`src/rtl/button_conditioner_if.sv`:
```
// Purpose : bundles the pushbutton inputs and the conditioned outputs of button_conditioner.
// Latency : n/a (wires only).
// Backpressure: none; strobes are fire-and-forget single-cycle pulses.
//
// Signals: nBUT  raw active-low buttons (driven by the board side / master)
//          level debounced state, 1 = pressed
//          press one-cycle strobe on accepted press (and on each autorepeat)
//          rel   one-cycle strobe on accepted release ("release" is a reserved word)
interface button_conditioner_if #(
    parameter int NBUT = 2
);
    logic [NBUT-1:0] nBUT;
    logic [NBUT-1:0] level;
    logic [NBUT-1:0] press;
    logic [NBUT-1:0] rel;

    modport master (output nBUT, input level, input press, input rel);
    modport slave  (input nBUT, output level, output press, output rel);
endinterface

```
`src/rtl/button_conditioner.sv`:
```
// Purpose : per-button 2-FF sync, active-low inversion, counter debounce, press/release strobes.
// Latency : a clean nBUT edge is reflected on level/strobe at the (DEBOUNCE_CYCLES+2)th rising CLK edge.
// Backpressure: none; strobes are registered one-cycle pulses with no acknowledge.
//
// Ports: CLK (all flops on rising edge), RESET (synchronous, active-high, highest priority),
//        bus (button_conditioner_if.slave: nBUT in, level/press/rel out).
// Optional build macro BUTTON_AUTOREPEAT_EN adds per-button autorepeat: first repeat press
// REPEAT_DELAY cycles after the initial press strobe, then one every REPEAT_PERIOD cycles.
module button_conditioner #(
    parameter int NBUT            = 2,
    parameter int DEBOUNCE_CYCLES = 1024,
    parameter int REPEAT_DELAY    = 4096,
    parameter int REPEAT_PERIOD   = 512
) (
    input  logic                   CLK,
    input  logic                   RESET,
    button_conditioner_if.slave    bus
);

    localparam int            CW      = $clog2(DEBOUNCE_CYCLES);
    localparam logic [CW-1:0] CNT_MAX = CW'(DEBOUNCE_CYCLES - 1);

    logic [NBUT-1:0] s1_q, s1_d;
    logic [NBUT-1:0] s2_q, s2_d;
    logic [NBUT-1:0] level_q, level_d;
    logic [NBUT-1:0] press_q, press_d;
    logic [NBUT-1:0] rel_q, rel_d;
    logic [NBUT-1:0] act;
    logic [NBUT-1:0] fire;
    logic [CW-1:0]   cnt_q [NBUT];
    logic [CW-1:0]   cnt_d [NBUT];

`ifdef BUTTON_AUTOREPEAT_EN
    localparam int            RMAX   = (REPEAT_DELAY > REPEAT_PERIOD) ? REPEAT_DELAY : REPEAT_PERIOD;
    localparam int            RW     = $clog2(RMAX + 1);
    localparam logic [RW-1:0] RD_MAX = RW'(REPEAT_DELAY - 1);
    localparam logic [RW-1:0] RP_MAX = RW'(REPEAT_PERIOD - 1);

    logic [RW-1:0]   rcnt_q [NBUT];
    logic [RW-1:0]   rcnt_d [NBUT];
    // rep_q marks that the first (long) repeat interval has elapsed
    logic [NBUT-1:0] rep_q, rep_d;
`endif

    always_comb begin
        s1_d = bus.nBUT;
        s2_d = s1_q;
        act  = ~s2_q;
        level_d = level_q;
        press_d = '0;
        rel_d   = '0;
        fire    = '0;
        for (int i = 0; i < NBUT; i++) begin
            cnt_d[i] = '0;
            if (act[i] == level_q[i]) begin
                cnt_d[i] = '0;
            end else if (cnt_q[i] != CNT_MAX) begin
                cnt_d[i] = cnt_q[i] + 1'b1;
            end else begin
                fire[i]    = 1'b1;
                level_d[i] = act[i];
                press_d[i] = act[i];
                rel_d[i]   = ~act[i];
            end
        end
`ifdef BUTTON_AUTOREPEAT_EN
        rep_d = rep_q;
        for (int i = 0; i < NBUT; i++) begin
            rcnt_d[i] = rcnt_q[i];
            // Clearing on !level covers the initial press edge; clearing on fire while
            // pressed is the release edge, which must never also emit a repeat.
            if (!level_q[i] || fire[i]) begin
                rcnt_d[i] = '0;
                rep_d[i]  = 1'b0;
            end else if (rcnt_q[i] == (rep_q[i] ? RP_MAX : RD_MAX)) begin
                rcnt_d[i]  = '0;
                rep_d[i]   = 1'b1;
                press_d[i] = 1'b1;
            end else begin
                rcnt_d[i] = rcnt_q[i] + 1'b1;
            end
        end
`endif
    end

    always_ff @(posedge CLK) begin
        if (RESET) begin
            s1_q    <= '1;
            s2_q    <= '1;
            level_q <= '0;
            press_q <= '0;
            rel_q   <= '0;
            for (int i = 0; i < NBUT; i++) cnt_q[i] <= '0;
`ifdef BUTTON_AUTOREPEAT_EN
            rep_q <= '0;
            for (int i = 0; i < NBUT; i++) rcnt_q[i] <= '0;
`endif
        end else begin
            s1_q    <= s1_d;
            s2_q    <= s2_d;
            level_q <= level_d;
            press_q <= press_d;
            rel_q   <= rel_d;
            for (int i = 0; i < NBUT; i++) cnt_q[i] <= cnt_d[i];
`ifdef BUTTON_AUTOREPEAT_EN
            rep_q <= rep_d;
            for (int i = 0; i < NBUT; i++) rcnt_q[i] <= rcnt_d[i];
`endif
        end
    end

    assign bus.level = level_q;
    assign bus.press = press_q;
    assign bus.rel   = rel_q;

endmodule

```
`src/flat_wrapper.sv`:
```
// flat-port wrapper written by rule: the top's interface ports become plain ports
module button_conditioner_flat 
#(
    parameter int NBUT            = 2,
    parameter int DEBOUNCE_CYCLES = 1024,
    parameter int REPEAT_DELAY    = 4096,
    parameter int REPEAT_PERIOD   = 512
)
  (CLK, RESET, bus_nBUT, bus_level, bus_press, bus_rel);
  button_conditioner_if #(.NBUT(NBUT)) bus_i ();
  input  logic CLK;
  input  logic RESET;
  input wire logic [$bits(bus_i.nBUT)-1:0] bus_nBUT;
  output wire logic [$bits(bus_i.level)-1:0] bus_level;
  output wire logic [$bits(bus_i.press)-1:0] bus_press;
  output wire logic [$bits(bus_i.rel)-1:0] bus_rel;
  assign bus_i.nBUT = bus_nBUT;
  assign bus_level = bus_i.level;
  assign bus_press = bus_i.press;
  assign bus_rel = bus_i.rel;
  button_conditioner #(.NBUT(NBUT), .DEBOUNCE_CYCLES(DEBOUNCE_CYCLES), .REPEAT_DELAY(REPEAT_DELAY), .REPEAT_PERIOD(REPEAT_PERIOD)) u_core (.CLK(CLK), .RESET(RESET), .bus(bus_i));
endmodule
```
`config.mk`:
```
export PLATFORM = sky130hd
export DESIGN_NAME = button_conditioner_flat
export DESIGN_NICKNAME = d
export VERILOG_FILES = /design/src/rtl/button_conditioner_if.sv /design/src/rtl/button_conditioner.sv /design/src/flat_wrapper.sv
export SDC_FILE = /design/constraint.sdc
export NUM_CORES = 1
export LEC_CHECK = 0
export ABC_AREA = 0
export BUFFER_PORTS_ARGS = -buffer_cell sky130_fd_sc_hd__buf_2
export CELL_PAD_IN_SITES_DETAIL_PLACEMENT = 1
export CELL_PAD_IN_SITES_GLOBAL_PLACEMENT = 2
export CORE_MARGIN = 2
export CORE_UTILIZATION = 33
export DETAILED_ROUTE_END_ITERATION = 8
export PLACE_DENSITY = 0.84
export SYNTH_ARGS = -nofsm -noshare
export SYNTH_HDL_FRONTEND = slang
export SYNTH_SLANG_ARGS = --single-unit
```
`constraint.sdc`:
```
create_clock -name CLK -period 1.4 [get_ports CLK]
set_input_delay 0.07 -clock CLK [delete_from_list [all_inputs] [get_ports CLK]]
set_output_delay 0.07 -clock CLK [all_outputs]
set_load 0.005 [all_outputs]
```
======== Yosys cells after proc, flatten, opt, wreduce, memory -nomap -nowiden ========
Memory sizes are Yosys's and may differ from the RTL's.
Cells that the tools add are included.
cells by class
  add/subtract/negate cells ............... 2
  equality and inequality tests ........... 4
  muxes and demuxes ....................... 9
  bitwise operators ....................... 9
  reductions and logical operators ........ 4
operators with widths
  operator                                        count
  2-to-1 mux 10 bit                               6
  adder 10 x 1 -> 10 bit (second input constant)  2
  inequality test 10 bit (second input constant)  2
  inverter 1 bit                                  6
  OR reduction 3 bit                              2
  AND reduction 2 bit                             2
  2-to-1 mux 1 bit                                3
  == test 1 bit                                   2
  inverter 2 bit                                  1
  bitwise OR 1 bit                                2
word-level totals
  register bits ........................... 10
  bits in writable memories ............... 20
  bits of input ports ..................... 4
  memories ................................ 1
memories
  name          words  bits a word  read ports  clocked after Yosys merged registers in  wr ports  line                      text
  u_core.cnt_q  2      10           2           0                                        2         button_conditioner.sv:30  logic [CW-1:0] cnt_q [NBUT];

======== Longest topological paths before layout ========
  depth after elaboration ................. 4
  mapped depth ............................ 6

======== Worst setup path after synthesis ========
Ideal clock, no wire load.
  path kind ............................... reg2reg
  from .................................... mem u_core.cnt_q[0][0] (netlist bit)
  to ...................................... mem u_core.cnt_q[0][7] (netlist bit)
  library setup time ...................... 0.091 ns
  arrival ................................. 1.251 ns
  data required time ...................... 1.309 ns
  path slack .............................. 0.058 ns
  cell stages (with the launch flop) ...... 6
  path buffers ............................ 1
  period minus slack after synthesis ...... 1.342 ns
  path through ............................ dfxtp_1 ha_1 and3_1 buf_6 a31o_1 a311oi_1
RTL lines
  item                line
  start: declaration  button_conditioner.sv:30

==> results.sh <==
export IMPL_cp_depth=4
export IMPL_synthMuxAreaShare_pct=0.8395
export IMPL_synth_area_sq_um=1192
export IMPL_finalWorstSetupSlack_ns=0.06791
export IMPL_fin_util_pct=41.36
export IMPL_ys_types=37
export IMPL_synth_top_family_by_area="simple AND/OR/NAND/NOR gates"
export IMPL_coreArea_sq_um=3416
export IMPL_h_tree_depth=2
export IMPL_clk_pin_slew_worst_paths_ns=0.08
export IMPL_seqPwrFrac_pct=64.0
export IMPL_cp_end_kind="flop"
export IMPL_final_max_slew_viol_count=0
export IMPL_yosys_area_share_simple_pct=26.97
export IMPL_drive_above_1_share_pct=27.66
export IMPL_cts_num_sinks=30
export IMPL_post_dp_hpwl_mm=1.679
export IMPL_place_gp_congestion=0.7256
export IMPL_synth_area_leaders="dfxtp_1 50%, nor2_1 5.7%, xnor2_1 4.4%"
export IMPL_grt_max_degree=12
export IMPL_synth_top_area_share_pct=50.37
export IMPL_rows=21
export IMPL_fp_dieArea_sq_um=4110
export IMPL_worstMarginPinSlew_ns=0.2818
export IMPL_worstSetupPathType="reg -> reg"
export IMPL_synth_seq_cells=30
export IMPL_worst_clock_skew_ns=0.005495
export IMPL_ir_drop_mv=0.5287
export IMPL_crit_family="compound AO/OA/AOI/OAI gates"
export IMPL_cts_buffers=5
export IMPL_use_met1_pct=12.16
export IMPL_grt_use_total_pct=12.64
export IMPL_portBuffers=9
export IMPL_hold_viol=0
export IMPL_p_clk_share_pct=33.6
export IMPL_cp_data_arrival_time_ns=1.56
export IMPL_setup_tns_ns=0
export IMPL_max_slew_margin_pct=81.22
export IMPL_setup_viol=0
export IMPL_worstPathRequired_ns=1.63
export IMPL_grt_use_met2_pct=23.31
export IMPL_max_freq_ghz=0.7507
export IMPL_layout_commonest_cell="dfxtp_1"
export IMPL_cts_tree="yes"
export IMPL_p_leak_nw=0.5411
export IMPL_grt_antenna_before_repair=0
export IMPL_synth_nets=127
export IMPL_die_h_um=64.11
export IMPL_post_cts_buffers=0
export IMPL_power_switching_w=0.0002836
export IMPL_worstSetupStartpointType="flop"
export IMPL_routed_wl_mm=2.260
export IMPL_ios=10
export IMPL_reg2reg_slack_ns=0.07
export IMPL_critPathSlowestCell="dfxtp_2"
export IMPL_r2r_cells=4
export IMPL_cts_root_buf="clkbuf_4"
export IMPL_globalRouteMet3Util_pct=6.338
export IMPL_critPathMaxFanout=6
export IMPL_max_stage_delay_ns=0.34
export IMPL_dp_slack_ns=-0.06416
export IMPL_drc=0
export IMPL_final_nets=147
export IMPL_whs_path_depth=2
export IMPL_worstHoldPathType="in -> reg"
export IMPL_ctsLongestPathBuffers=2
export IMPL_synth_compound_area_share_pct=7.975
export IMPL_netlist_instances=121
export IMPL_grt_pass1_vias=911
export IMPL_yosysWarnings=0
export IMPL_layout_common_cells="28 x dfxtp_1, 18 x nor2_1, 9 x buf_2"
export IMPL_netSwitchingFraction_pct=21.01
export IMPL_avgViaCountPerCell=4.850
export IMPL_antenna_left=0
export IMPL_grt_pass1_wl_mm=3.981
export IMPL_diodes=0
export IMPL_min_from="RESET"
export IMPL_wire_per_inst_um=12.09
export IMPL_initial_core_util_pct=34.91
export IMPL_synthAdderAreaFrac_pct=2.099
export IMPL_rsz0062_at_grt="no"
export IMPL_num_vias=907
export IMPL_synth_xor_area_share_pct=8.814
export IMPL_status="finished clean"
export IMPL_fillCellCount=414
export IMPL_postSynthAreaPerCell_sq_um=9.854
export IMPL_worstSkewPairLatency_ns=0.31
export IMPL_path_cells="ha_2, and3_4, a31o_1, a311oi_2"
export IMPL_drt_iter0_markers=23
export IMPL_layout_min_cycle_time_ns=1.332
export IMPL_p_int_w=0.001066
export IMPL_reg2reg_from="u_core.cnt_q[0][0]"
export IMPL_ys_seq_area_share_pct=50.37
export IMPL_powerDensity_nw_per_um2=955.6
export IMPL_grt_overflow_total=0
export IMPL_grt_busiest_layer="met2"
export IMPL_worst_path_buf_inv=0
export IMPL_die_w_um=64.11
export IMPL_startpoint="u_core.cnt_q[0][0]"
export IMPL_synth_area_leader_cell="dfxtp_1"
export IMPL_synthToLayoutAreaGrowth_pct=18.47
export IMPL_power_frac_comb_pct=2.4
export IMPL_dr_pass1_iters=3
export IMPL_max_cap_viol_count=0
export IMPL_fin_crit_sh_pct=95.15
-- cell type report --
type                            instances  area, sq um  share of cell area (%)
Multi-Input combinational cell         84        585.6                   41.45
Timing Repair Buffer                   17        110.1                   7.795
Clock buffer                            7        45.04                   3.189
Sequential cell                        30        603.1                   42.69
Tap cell                               46        57.56                   4.074
Inverter                                3        11.26                  0.7972
-- power by group through the flow --
stage / Clock, W / Sequential, W / Combinational (W)
after global routing: 0.000528 / 0.000866 / 0.0000374
final: 0.000453 / 0.000864 / 0.0000329
after CTS: 0.000480 / 0.000864 / 0.0000333
after detailed placement: 0 / 0.000884 / 0.0000283
after global placement: 0 / 0.000883 / 0.0000266
after floorplan: 0 / 0.000883 / 0.0000179
-- cell families after synthesis --
group	after synthesis
mux	1
flops	30
xor+xnor	12
buf+inv	7
simple gates	55
compound gates	14
fa+ha+maj	2
-- what timing repair did --
item                                    4_1_cts  5_1_grt
resized for setup                             4        6
endpoints found under the hold margin         2        0
endpoints found under the setup margin        4        5
hold buffers                                  2        0
cloned                                        0        0
-- synthesized netlist by cell type (all sizes together) --
cell type   n
nor3b       1
a31oi       1
and4b       1
nor2       18
a41oi       1
xor2        6
and2        1
nand2b      2
mux2i       1
buf         2
nand3       7
or2         6
xnor2       6
inv         3
o211ai      1
nand4       2
nor3        5
clkbuf      2
a311oi      1
and4        1
nand2       5
a31o        1
ha          2
a211oi      3
nand4b      1
a21o        1
and3        4
dfxtp      30
or3         1
o21ai       2
a21oi       3
-- registers in the layout, indices dropped and copies added (netlist names) --
signal and count:
u_core.s1_q 2, u_core.bus.level 2, u_core.cnt_q 20, u_core.bus.rel 2, u_core.bus.press 2, u_core.s2_q 2
-- layer usage --
metal,vias up,share of wire [%],wire length (um)
met1,440,40,912
met2,8,55,1236
met3,2,4.2,94
met5,-,0,0
met4,0,0.75,17
li1,457,-,-
-- final timing paths --
check,end
worst min-delay path,u_core.bus.level[1]
worst max-delay path,u_core.cnt_q[0][7]
worst max register to register,u_core.cnt_q[0][7]
worst min register to register,u_core.s2_q[1]
-- stage by stage --
step / cells / total power (W) / area, sq um / hold WS (ns)
after floorplan: 121 / 0.0009007 / 1192 / 0.1738
after global placement: 178 / 0.0009098 / 1316 / 0.2522
after detailed placement: 178 / 0.0009119 / 1316 / 0.2577
after CTS: 187 / 0.001377 / 1395 / 0.02908
after global routing: 187 / 0.001431 / 1413 / 0.02607
final: 187 / 0.001350 / 1413 / 0.03772
Note: power is estimated with default switching activity, not from simulation.
